## config.mk

```make
export PLATFORM = sky130hd
export DESIGN_NAME = cache_control
export DESIGN_NICKNAME = d
export VERILOG_FILES = /design/src/rtl/cache_control.sv
export SDC_FILE = /design/constraint.sdc
export NUM_CORES = 1
export LEC_CHECK = 0
export BUFFER_PORTS_ARGS = -buffer_cell sky130_fd_sc_hd__buf_4
export CAP_MARGIN = 30
export CORE_AREA = 2 2 494 496
export DETAILED_ROUTE_END_ITERATION = 12
export DIE_AREA = 0 0 496 498
export GPL_TIMING_DRIVEN = 0
export MAX_ROUTING_LAYER = met4
export PLACE_DENSITY = 0.3
export SLEW_MARGIN = 20
export SYNTH_ARGS = -nofsm -noshare
export SYNTH_HDL_FRONTEND = slang
export SYNTH_SLANG_ARGS = --single-unit
```

## constraint.sdc

```tcl
create_clock -name clk -period 5.4 [get_ports clk]
set_input_delay 1.08 -clock clk [delete_from_list [all_inputs] [get_ports clk]]
set_output_delay 1.08 -clock clk [all_outputs]
set_load 0.005 [all_outputs]
```

## src/rtl/cache_control.sv

```systemverilog
// Direct-mapped write-back cache controller: per-set valid/dirty/tag, IDLE/COMPARE/WRITEBACK/ALLOCATE FSM.
// Optional hit/miss statistics are built when CACHE_STATS_EN is defined.
module cache_control #(
  parameter int S_INDEX  = 3,
  parameter int S_OFFSET = 5
) (
  input  logic                        clk,
  input  logic                        rst_n,
  input  logic                        mem_read,
  input  logic                        mem_write,
  input  logic [31:0]                 mem_address,
  input  logic [31:0]                 mem_wdata,
  input  logic [3:0]                  mem_byte_enable,
  output logic [31:0]                 mem_rdata,
  output logic                        mem_resp,
  output logic                        pmem_read,
  output logic                        pmem_write,
  output logic [31:0]                 pmem_address,
  output logic [(8<<S_OFFSET)-1:0]    pmem_wdata,
  input  logic [(8<<S_OFFSET)-1:0]    pmem_rdata,
  input  logic                        pmem_resp,
  output logic                        da_read,
  output logic [S_INDEX-1:0]          da_rindex,
  output logic [S_INDEX-1:0]          da_windex,
  output logic [(1<<S_OFFSET)-1:0]    da_write_en,
  output logic [(8<<S_OFFSET)-1:0]    da_datain,
  input  logic [(8<<S_OFFSET)-1:0]    da_dataout,
  output logic [31:0]                 hit_count,
  output logic [31:0]                 miss_count
);
  localparam int TAG_W  = 32 - S_INDEX - S_OFFSET;
  localparam int SETS   = 1 << S_INDEX;
  localparam int LINE_B = 1 << S_OFFSET;
  localparam int WORDS  = LINE_B / 4;
  localparam int WORD_W = S_OFFSET - 2;

  typedef enum logic [1:0] {IDLE, COMPARE, WRITEBACK, ALLOCATE} state_t;
  state_t state;

  logic [SETS-1:0]    valid, dirty;
  logic [TAG_W-1:0]   tags [SETS];
  logic [TAG_W-1:0]   tag_q;
  logic [S_INDEX-1:0] idx_q;
  logic [WORD_W-1:0]  word_q;
  logic [31:0]        wdata_q;
  logic [3:0]         be_q;
  logic               wr_q;
  logic               req, hit;

  logic unused;
  assign unused = &{1'b0, mem_address[1:0]};

  assign req = mem_read | mem_write;
  assign hit = valid[idx_q] && (tags[idx_q] == tag_q);

  always_ff @(posedge clk) begin
    if (!rst_n) begin
      state <= IDLE;
      valid <= '0;
      dirty <= '0;
    end else begin
      case (state)
        IDLE:      if (req) state <= COMPARE;
        COMPARE: begin
          if (hit) begin
            if (wr_q) dirty[idx_q] <= 1'b1;
            state <= IDLE;
          end else if (dirty[idx_q]) begin
            state <= WRITEBACK;
          end else begin
            state <= ALLOCATE;
          end
        end
        WRITEBACK: if (pmem_resp) begin
          dirty[idx_q] <= 1'b0;
          state        <= ALLOCATE;
        end
        ALLOCATE:  if (pmem_resp) begin
          valid[idx_q] <= 1'b1;
          dirty[idx_q] <= 1'b0;
          state        <= COMPARE;
        end
        default:   state <= IDLE;
      endcase
    end
  end

  // Request latch and tag store carry no reset; tags are qualified by valid.
  always_ff @(posedge clk) begin
    if (rst_n && state == IDLE && req) begin
      tag_q   <= mem_address[31 -: TAG_W];
      idx_q   <= mem_address[S_OFFSET +: S_INDEX];
      word_q  <= mem_address[S_OFFSET-1:2];
      wdata_q <= mem_wdata;
      be_q    <= mem_byte_enable;
      wr_q    <= mem_write;
    end
    if (rst_n && state == ALLOCATE && pmem_resp) tags[idx_q] <= tag_q;
  end

  assign pmem_wdata = da_dataout;
  assign mem_rdata  = da_dataout[32*word_q +: 32];

  always_comb begin
    mem_resp     = 1'b0;
    pmem_read    = 1'b0;
    pmem_write   = 1'b0;
    pmem_address = {tag_q, idx_q, {S_OFFSET{1'b0}}};
    da_read      = 1'b0;
    da_rindex    = idx_q;
    da_windex    = idx_q;
    da_write_en  = '0;
    da_datain    = {WORDS{wdata_q}};
    case (state)
      IDLE: begin
        da_rindex = mem_address[S_OFFSET +: S_INDEX];
        da_read   = rst_n & req;
      end
      COMPARE: if (hit) begin
        mem_resp = 1'b1;
        if (wr_q) da_write_en = LINE_B'(be_q) << {word_q, 2'b00};
      end
      WRITEBACK: begin
        pmem_write   = 1'b1;
        pmem_address = {tags[idx_q], idx_q, {S_OFFSET{1'b0}}};
      end
      ALLOCATE: begin
        pmem_read = 1'b1;
        if (pmem_resp) begin
          da_write_en = '1;
          da_datain   = pmem_rdata;
          da_read     = 1'b1;
        end
      end
      default: ;
    endcase
  end

`ifdef CACHE_STATS_EN
  // filled marks the COMPARE that follows a fill so it is not counted as a hit.
  logic filled;
  always_ff @(posedge clk) begin
    if (!rst_n) begin
      hit_count  <= '0;
      miss_count <= '0;
      filled     <= 1'b0;
    end else begin
      if (state == IDLE && req) filled <= 1'b0;
      if (state == ALLOCATE && pmem_resp) filled <= 1'b1;
      if (state == COMPARE) begin
        if (hit && !filled && hit_count != '1) hit_count <= hit_count + 32'd1;
        if (!hit && miss_count != '1) miss_count <= miss_count + 32'd1;
      end
    end
  end
`else
  assign hit_count  = '0;
  assign miss_count = '0;
`endif

endmodule

```

==> impl_metrics.toml, run 1 <==
[synth]
avgSynthCellArea_um2 = 11.86
ys_seq_area_share_pct = 44.48
synth_flop_cell = "edfxtp_1"
synthCells = 1554
yosysUniqueCellTypes = 59
yosys_register_bits = 280
yosys_warnings = 0
syn_area_mm2 = 0.01843
synthArstFlopShare_pct = 0
synth_edf_count = 259

[critical_path]
path_class = "flip-flop to output pin"
cp_max_fo = 10
slowest_stage = "or4_4"
worstSetupStartpointType = "flip-flop"
cp_common_cell = "buf_4"
cp.arrival_ns = 4.11
slowest_delay_ns = 0.62
cp_top_family = "simple AND/OR/NAND/NOR gates"
critPathBufInv = 2
worstPathRequired_ns = 4.32
r2r_slack_ns = 1.90
critPathCaptureType = "output pin"
reg2reg_depth = 10
cp_cell_sequence = "nor2b_2 > a22o_1 > nor3_1 > or4b_1 > or4_4 > nor4_1 > nand2_1 > buf_4 > o21ai_1 > buf_4"

[routing]
dr.pass1.iters = 5
drt_iter0_markers = 1349
via_count = 19270
vias_per_cell = 3.127
avgRoutedWirePerCell_um = 40.50
drc = 0
postRouteAntennaNets = 0
routed_wirelength_um = 249600

[timing]
setup_tns_ns = 0
fin_ws_ns = 0.2099
max-slew-margin-rel_pct = 31.33
post-route-period-util_pct = 96.11
maxSlewViolCount = 0
finalClockSkew_ns = 0.03841
finalHoldViolations = 0
worstMarginPinSlew_ns = 1.030
period_minus_slack_ns = 5.190
finalSetupViolCount = 0
fmax_ghz = 0.1927

[global_route]
grt_pass1_wl_um = 293300
grt_pass1_vias = 19310
grt_antenna_before_repair = 107
gr-total-overflow = 0
track_usage_pct = 19.97
grt_max_degree = 40

[finish]
final_cell_mix = "1541 x buf_4, 270 x a21o_1, 259 x edfxtp_1"
fin_nets = 3482
drive_gt1_share_pct = 62.33
final_common_cell = "buf_4"
area_growth_pct = 83.20
fin_util_pct = 13.96
final_area_mm2 = 0.03377

[placed_design]
dp_hpwl_um = 224300
dp_slack_ns = -0.09947
gp_congestion = 0.9907
portBuffers = 1195
dpl_cell_area_mm2 = 0.03212

[floorplan]
initial_core_util_pct = 7.620
chipHeight_um = 498
num_rows = 181
core_mm2 = 0.2419
dieWidth_um = 496
num_io_pins = 1267
die_area_mm2 = 0.2470

[run_status]
status = "finished, final reports clean"

[job]
cap_violations = 0

[cts]
cts_tree = "yes"
clk_latency_ns = 0.63
cts.sinks = 280
htree_levels = 2
clk_pin_slew_ns = 0.06
cts-root-buf = "clkbuf_16"
cts_buffers = 39
cts_buffer_depth = 3

[power_and_ir_drop]
peakVddDrop_mv = 0.2975
p_leak_nw = 15.16
power_density_mw_per_mm2 = 330.0
power_w = 0.01114

[worst_hold_path]
hp-class = "flip-flop to flip-flop"
worstHoldPathCells = 1
hp-start = "valid[4]"
worstHoldEndpoint = "valid[4]"
==> report_power, final <==
part,switching [W],internal (W)
logic,0.00332,0.00237
registers,0.000162,0.00257
clock network,0.00117,0.00155
==> synthesized netlist by cell type, types with 3 or more instances <==
master / n / area [um2]
or4b_1: 3 / 30.03
a21boi_0: 3 / 22.52
o21ai_1: 36 / 180.2
nand2_1: 33 / 123.9
buf_6: 11 / 123.9
xor2_1: 6 / 52.55
o21a_1: 7 / 52.55
nor2b_1: 16 / 100.1
mux2_2: 40 / 450.4
inv_1: 10 / 37.54
edfxtp_1: 259 / 7777
buf_1: 10 / 37.54
dfxtp_1: 21 / 420.4
nand3b_1: 3 / 22.52
clkbuf_1: 101 / 379.1
nor4_1: 6 / 37.54
nand4_1: 20 / 125.1
mux2i_1: 79 / 790.8
xnor2_1: 4 / 35.03
a21oi_1: 14 / 70.07
buf_4: 330 / 2477
a22oi_1: 13 / 97.59
and2_1: 34 / 212.7
mux4_2: 81 / 1824
buf_2: 3 / 15.01
a22o_1: 17 / 148.9
nor2_1: 26 / 97.59
nor3_1: 21 / 105.1
ha_1: 4 / 50.05
nand2b_1: 4 / 25.02
o21ai_0: 11 / 55.05
a21o_1: 270 / 2027
nand3_1: 20 / 100.1
and3_1: 4 / 25.02
==> worst max path at each step <==
stage,startpoint,end,slack [ns],cells after the start
after detailed placement,flip-flop,mem_resp,-0.1,10
after global placement,pmem_resp,tags[7][9],-1.76,5
final,flip-flop,da_write_en[30],0.21,10
after floorplan,flip-flop,mem_resp,1.52,9
after global routing,flip-flop,da_write_en[30],-0.04,13
after CTS,flip-flop,mem_resp,-0.01,12
==> area by class of cell <==
class / count / area [um2]
fill: 27550 / 208100
timing repair buffer: 1230 / 9376
sequential: 280 / 8199
multi-input combinational: 877 / 7642
tap: 3202 / 4006
buffer: 455 / 3093
clock buffer: 49 / 1044
clock inverter: 22 / 267.8
antenna: 38 / 95.09
inverter: 10 / 42.54
==> registers in the layout, indices dropped and copies added, names as in the netlist, named ones only <==
name and cells:
tags 192, be_q 4, tag_q 24, da_windex 3, wdata_q 32, word_q 3, state 2, wr_q 1
valid 8
==> metal layers <==
layer  track usage [%]  part of all wire, %  vias up
li1                  -                    -     8121
met2             36.04                   52     1050
met5                 -                    0        -
met4             6.670                  4.3        0
met3             3.561                  5.5      262
met1             21.86                   38     9838
==> worst register-to-register path, stage by stage, from the launching register on <==
cell and delay [ns]:
dfxtp_2 0.42, nor2b_2 0.46, clkbuf_2 0.47, a22o_1 0.33
nor3_1 0.10, nor4_1 0.29, nand4_1 0.18, buf_4 0.18
nor4_4 0.61, o21ai_1 0.19, mux2i_1 0.15
==> logic make-up after synthesis <==
kind of cell / synth area share [%]
AO/OA/AOI/OAI: 15.14
XOR/XNOR: 0.4752
adder cells (fa/ha/maj): 0.2715
buffers and inverters: 16.66
flip-flops: 44.48
multiplexers: 16.78
other: 0.02035
AND/OR/NAND/NOR: 6.177
==> repair_timing <==
action                                  4_1_cts  5_1_grt
pin swaps                                     1        2
resized for setup                            27       25
setup buffers                                 0        2
endpoints found under the setup margin       42       33
hold buffers                                  0        0
==> through the flow <==
stage                     instances  hold slack [ns]
after detailed placement       6052           0.4327
after floorplan                1622           0.4197
after global routing           6149           0.4752
after global placement         6019           0.4326
after CTS                      6123           0.4469
final                          6163           0.4444
(Power assumes the default switching activity.)
==> run 2: changes to the inputs <==
- ABC_AREA: unset -> 1
- CORE_AREA: 2 2 494 496 -> 2 2 490 492
- DIE_AREA: 0 0 496 498 -> 0 0 492 494
==> run 2 against run 1 <==
Effect of this change: non-clock buffer count increased by 14; final area increased by 2.2%; first-iteration DRC count increased by 85%; power decreased by 16%; clock skew increased by 0.030 ns; worst hold slack improved by 0.012 ns; routed wire length increased by 0.30%; critical path depth decreased by 2; synthesized cell count increased by 68%; critical endpoint is now da_datain[30].
==> impl_metrics.toml, run 2 <==
[run_status]
status = "finished, final reports clean"

[synth]
post-synth-top-area-cell = "edfxtp_1"
yosysMostFrequentCell = "nand2_1"
synthCells = 2617
syn_area_mm2 = 0.01921
synthAdderAreaFrac_pct = 0.2605
synthArstFlopShare_pct = 0
synthSimpleGateAreaFrac_pct = 30.65
ys_seq_area_share_pct = 42.67
avgSynthCellArea_um2 = 7.342
synth_edf_count = 259
synth.top_cell.area_share_pct = 40.48
yosysUniqueCellTypes = 37
yosys.area_share.xor_xnor_pct = 0
yosys_register_bits = 280
yosys_warnings = 0
synth_top_family_by_area = "simple AND/OR/NAND/NOR gates"
yosys-mux-area-fraction_pct = 0
synthTopCellsByArea = "edfxtp_1 40%, nand2_1 17%, buf_4 13%, nor2_1 7.8%, o21ai_0 5.1%"
synth-compound-area-share_pct = 7.932
ys_top_cells_by_count = "889 x nand2_1, 397 x nor2_1, 331 x buf_4"
synth_flop_cell = "edfxtp_1"

[floorplan]
num_rows = 179
chipHeight_um = 494
core_mm2 = 0.2374
die_area_mm2 = 0.2430
initial_core_util_pct = 8.093
num_io_pins = 1267
dieWidth_um = 492

[power_and_ir_drop]
p_sw_share_pct = 41.61
peakVddDrop_mv = 0.2031
intPower_w = 0.005480
power_w = 0.009385
p_clk_share_pct = 28.4
seqPwrFrac_pct = 27.7
p_switching_w = 0.003905
combPwrFrac_pct = 43.9
p_leak_nw = 15.56
power_density_mw_per_mm2 = 272.1

[finish]
top_register = "tags"
largest_register_ffs = 192
multi_input_area_mm2 = 0.007792
drive_gt1_share_pct = 41.96
area_growth_pct = 79.53
fillCellCount = 27500
reg_top3 = "tags (192), wdata_q (32), tag_q (24)"
regArea_mm2 = 0.008198
final_common_cell = "buf_4"
fin_nets = 4541
final_cell_mix = "1526 x buf_4, 889 x nand2_1, 389 x nor2_1"
final_area_mm2 = 0.03449

[critical_path]
critPathBufInv = 4
worstPathRequired_ns = 4.32
cp.depth = 8
slowest_delay_ns = 0.65
path_class = "flip-flop to output pin"
cp.arrival_ns = 4.05
critPathCaptureType = "output pin"
cp_common_cell = "nand2_1"
cp_top_family = "buffers and inverters"
slowest_stage = "clkbuf_2"
reg2reg_depth = 14
cp_cell_sequence = "ha_1 > nand2_1 > clkinv_1 > clkbuf_2 > clkbuf_1 > nand2_1 > nand2_1 > buf_4"
worstSetupStartpointType = "flip-flop"
cp_max_fo = 10

[timing]
maxSlewViolCount = 0
finalHoldViolations = 0
max-slew-margin-rel_pct = 37.66
worstMarginPinSlew_ns = 0.9351
setup_tns_ns = 0
post-route-period-util_pct = 95.00
fmax_ghz = 0.1949
holdWs_ns = 0.4568
period_minus_slack_ns = 5.130
fin_ws_ns = 0.2697
finalSetupViolCount = 0
finalClockSkew_ns = 0.06804
rsz0062_at_grt = "no"

[cts]
clk_latency_ns = 0.64
cts_buffer_depth = 3
cts_buffers = 38
clk_pin_slew_ns = 0.06
post_cts_buffers = 0
cts-root-buf = "clkbuf_16"
cts.sinks = 280
cts_tree = "yes"
htree_levels = 2

[global_route]
grt_pass1_wl_um = 298600
track_usage_pct = 20.15
grt_pass1_vias = 23630
grt_antenna_before_repair = 121
gr-total-overflow = 0
grt_max_degree = 17

[routing]
routed_wirelength_um = 250400
vias_per_cell = 3.408
dr_wl_met3_um = 20620
via_count = 24590
dr.pass1.iters = 6
wl_met2_um = 121700
routed.top_layer = "met4"
drc = 0
drt_iter0_markers = 2500
avgRoutedWirePerCell_um = 34.70
postRouteAntennaNets = 0
met1_length_um = 85810

[worst_hold_path]
worstHoldPathCells = 2
hp-class = "flip-flop to flip-flop"

[job]
cap_violations = 0

[placed_design]
dp_slack_ns = 0.1906
portBuffers = 1194
dp_hpwl_um = 222800
gp_congestion = 1.208
dpl_cell_area_mm2 = 0.03307
run 2: cell count changes in the layout (fill, tap and decap cells not counted), sizes merged, moves of 31 or more:
cell,previous run,this run
mux4,81,0
mux2i,81,0
inv,15,106
nand2,33,890
o21ai,47,205
a31oi,1,32
o22ai,2,37
mux2,40,0
a21o,270,0
and2,35,0
nor2,26,398
nand3,21,108
run 2: power by group through the flow:
| stage | clock [W] | sequential (W) | combinational, W |
|---|---|---|---|
| after floorplan | 0 | 0.00259 | 0.00149 |
| after global placement | 0 | 0.00266 | 0.00409 |
| after detailed placement | 0 | 0.00265 | 0.00414 |
| after CTS | 0.00277 | 0.00260 | 0.00416 |
| after global routing | 0.00282 | 0.00261 | 0.00434 |
| final | 0.00267 | 0.00260 | 0.00412 |
run 2: cells by family after synthesis:
family                     after synthesis
adders and majority gates                4
DFF                                    280
AOI/OAI and AO/OA                      283
and+or+nand+nor                       1472
buffers and inverters                  577
other                                    1
run 2: through the flow:
| step | utilization, % | std cells |
|---|---|---|
| finish | 14.53 | 7215 |
| global route | 14.52 | 7209 |
| CTS | 14.46 | 7148 |
| detailed placement | 13.93 | 7078 |
| global placement | 13.65 | 7046 |
| floorplan | - | 2685 |
run 2: path summary, 6_finish.rpt:
kind	from	endpoint	slack, ns
worst max register to register	flip-flop	flip-flop	1.85
worst min register to register	valid[7]	valid[7]	0.46
worst min-delay path	valid[7]	valid[7]	0.46
worst max-delay path	state[1]	da_datain[30]	0.27
run 2: final cells by class:
type                       count  share of cell area [%]
antenna                       66                  0.4788
sequential                   280                   23.77
timing repair buffer        1227                   27.74
buffer                       472                   9.170
clock inverter                22                  0.7508
clock buffer                  48                   2.866
multi-input combinational   1828                   22.59
tap                         3167                   11.49
inverter                     105                   1.150
run 2: timing repair:
| item | CTS | global route |
|---|---|---|
| resized for setup | 0 | 2 |
| hold buffers | 0 | 0 |
| setup endpoints to repair | 0 | 2 |
run 2: worst reg2reg max path: cells and delay by family, from the launching register on:
| kind | cells | cell delay (ns) |
|---|---|---|
| buf+inv | 3 | 1.17 |
| flops | 1 | 0.31 |
| simple gates | 11 | 1.95 |
run 2: layer usage:
metal | track usage [%] | up-vias
met5 | - | -
met4 | 15.07 | 0
met3 | 6.489 | 293
met2 | 33.56 | 1449
met1 | 19.62 | 11950
li1 | - | 10890
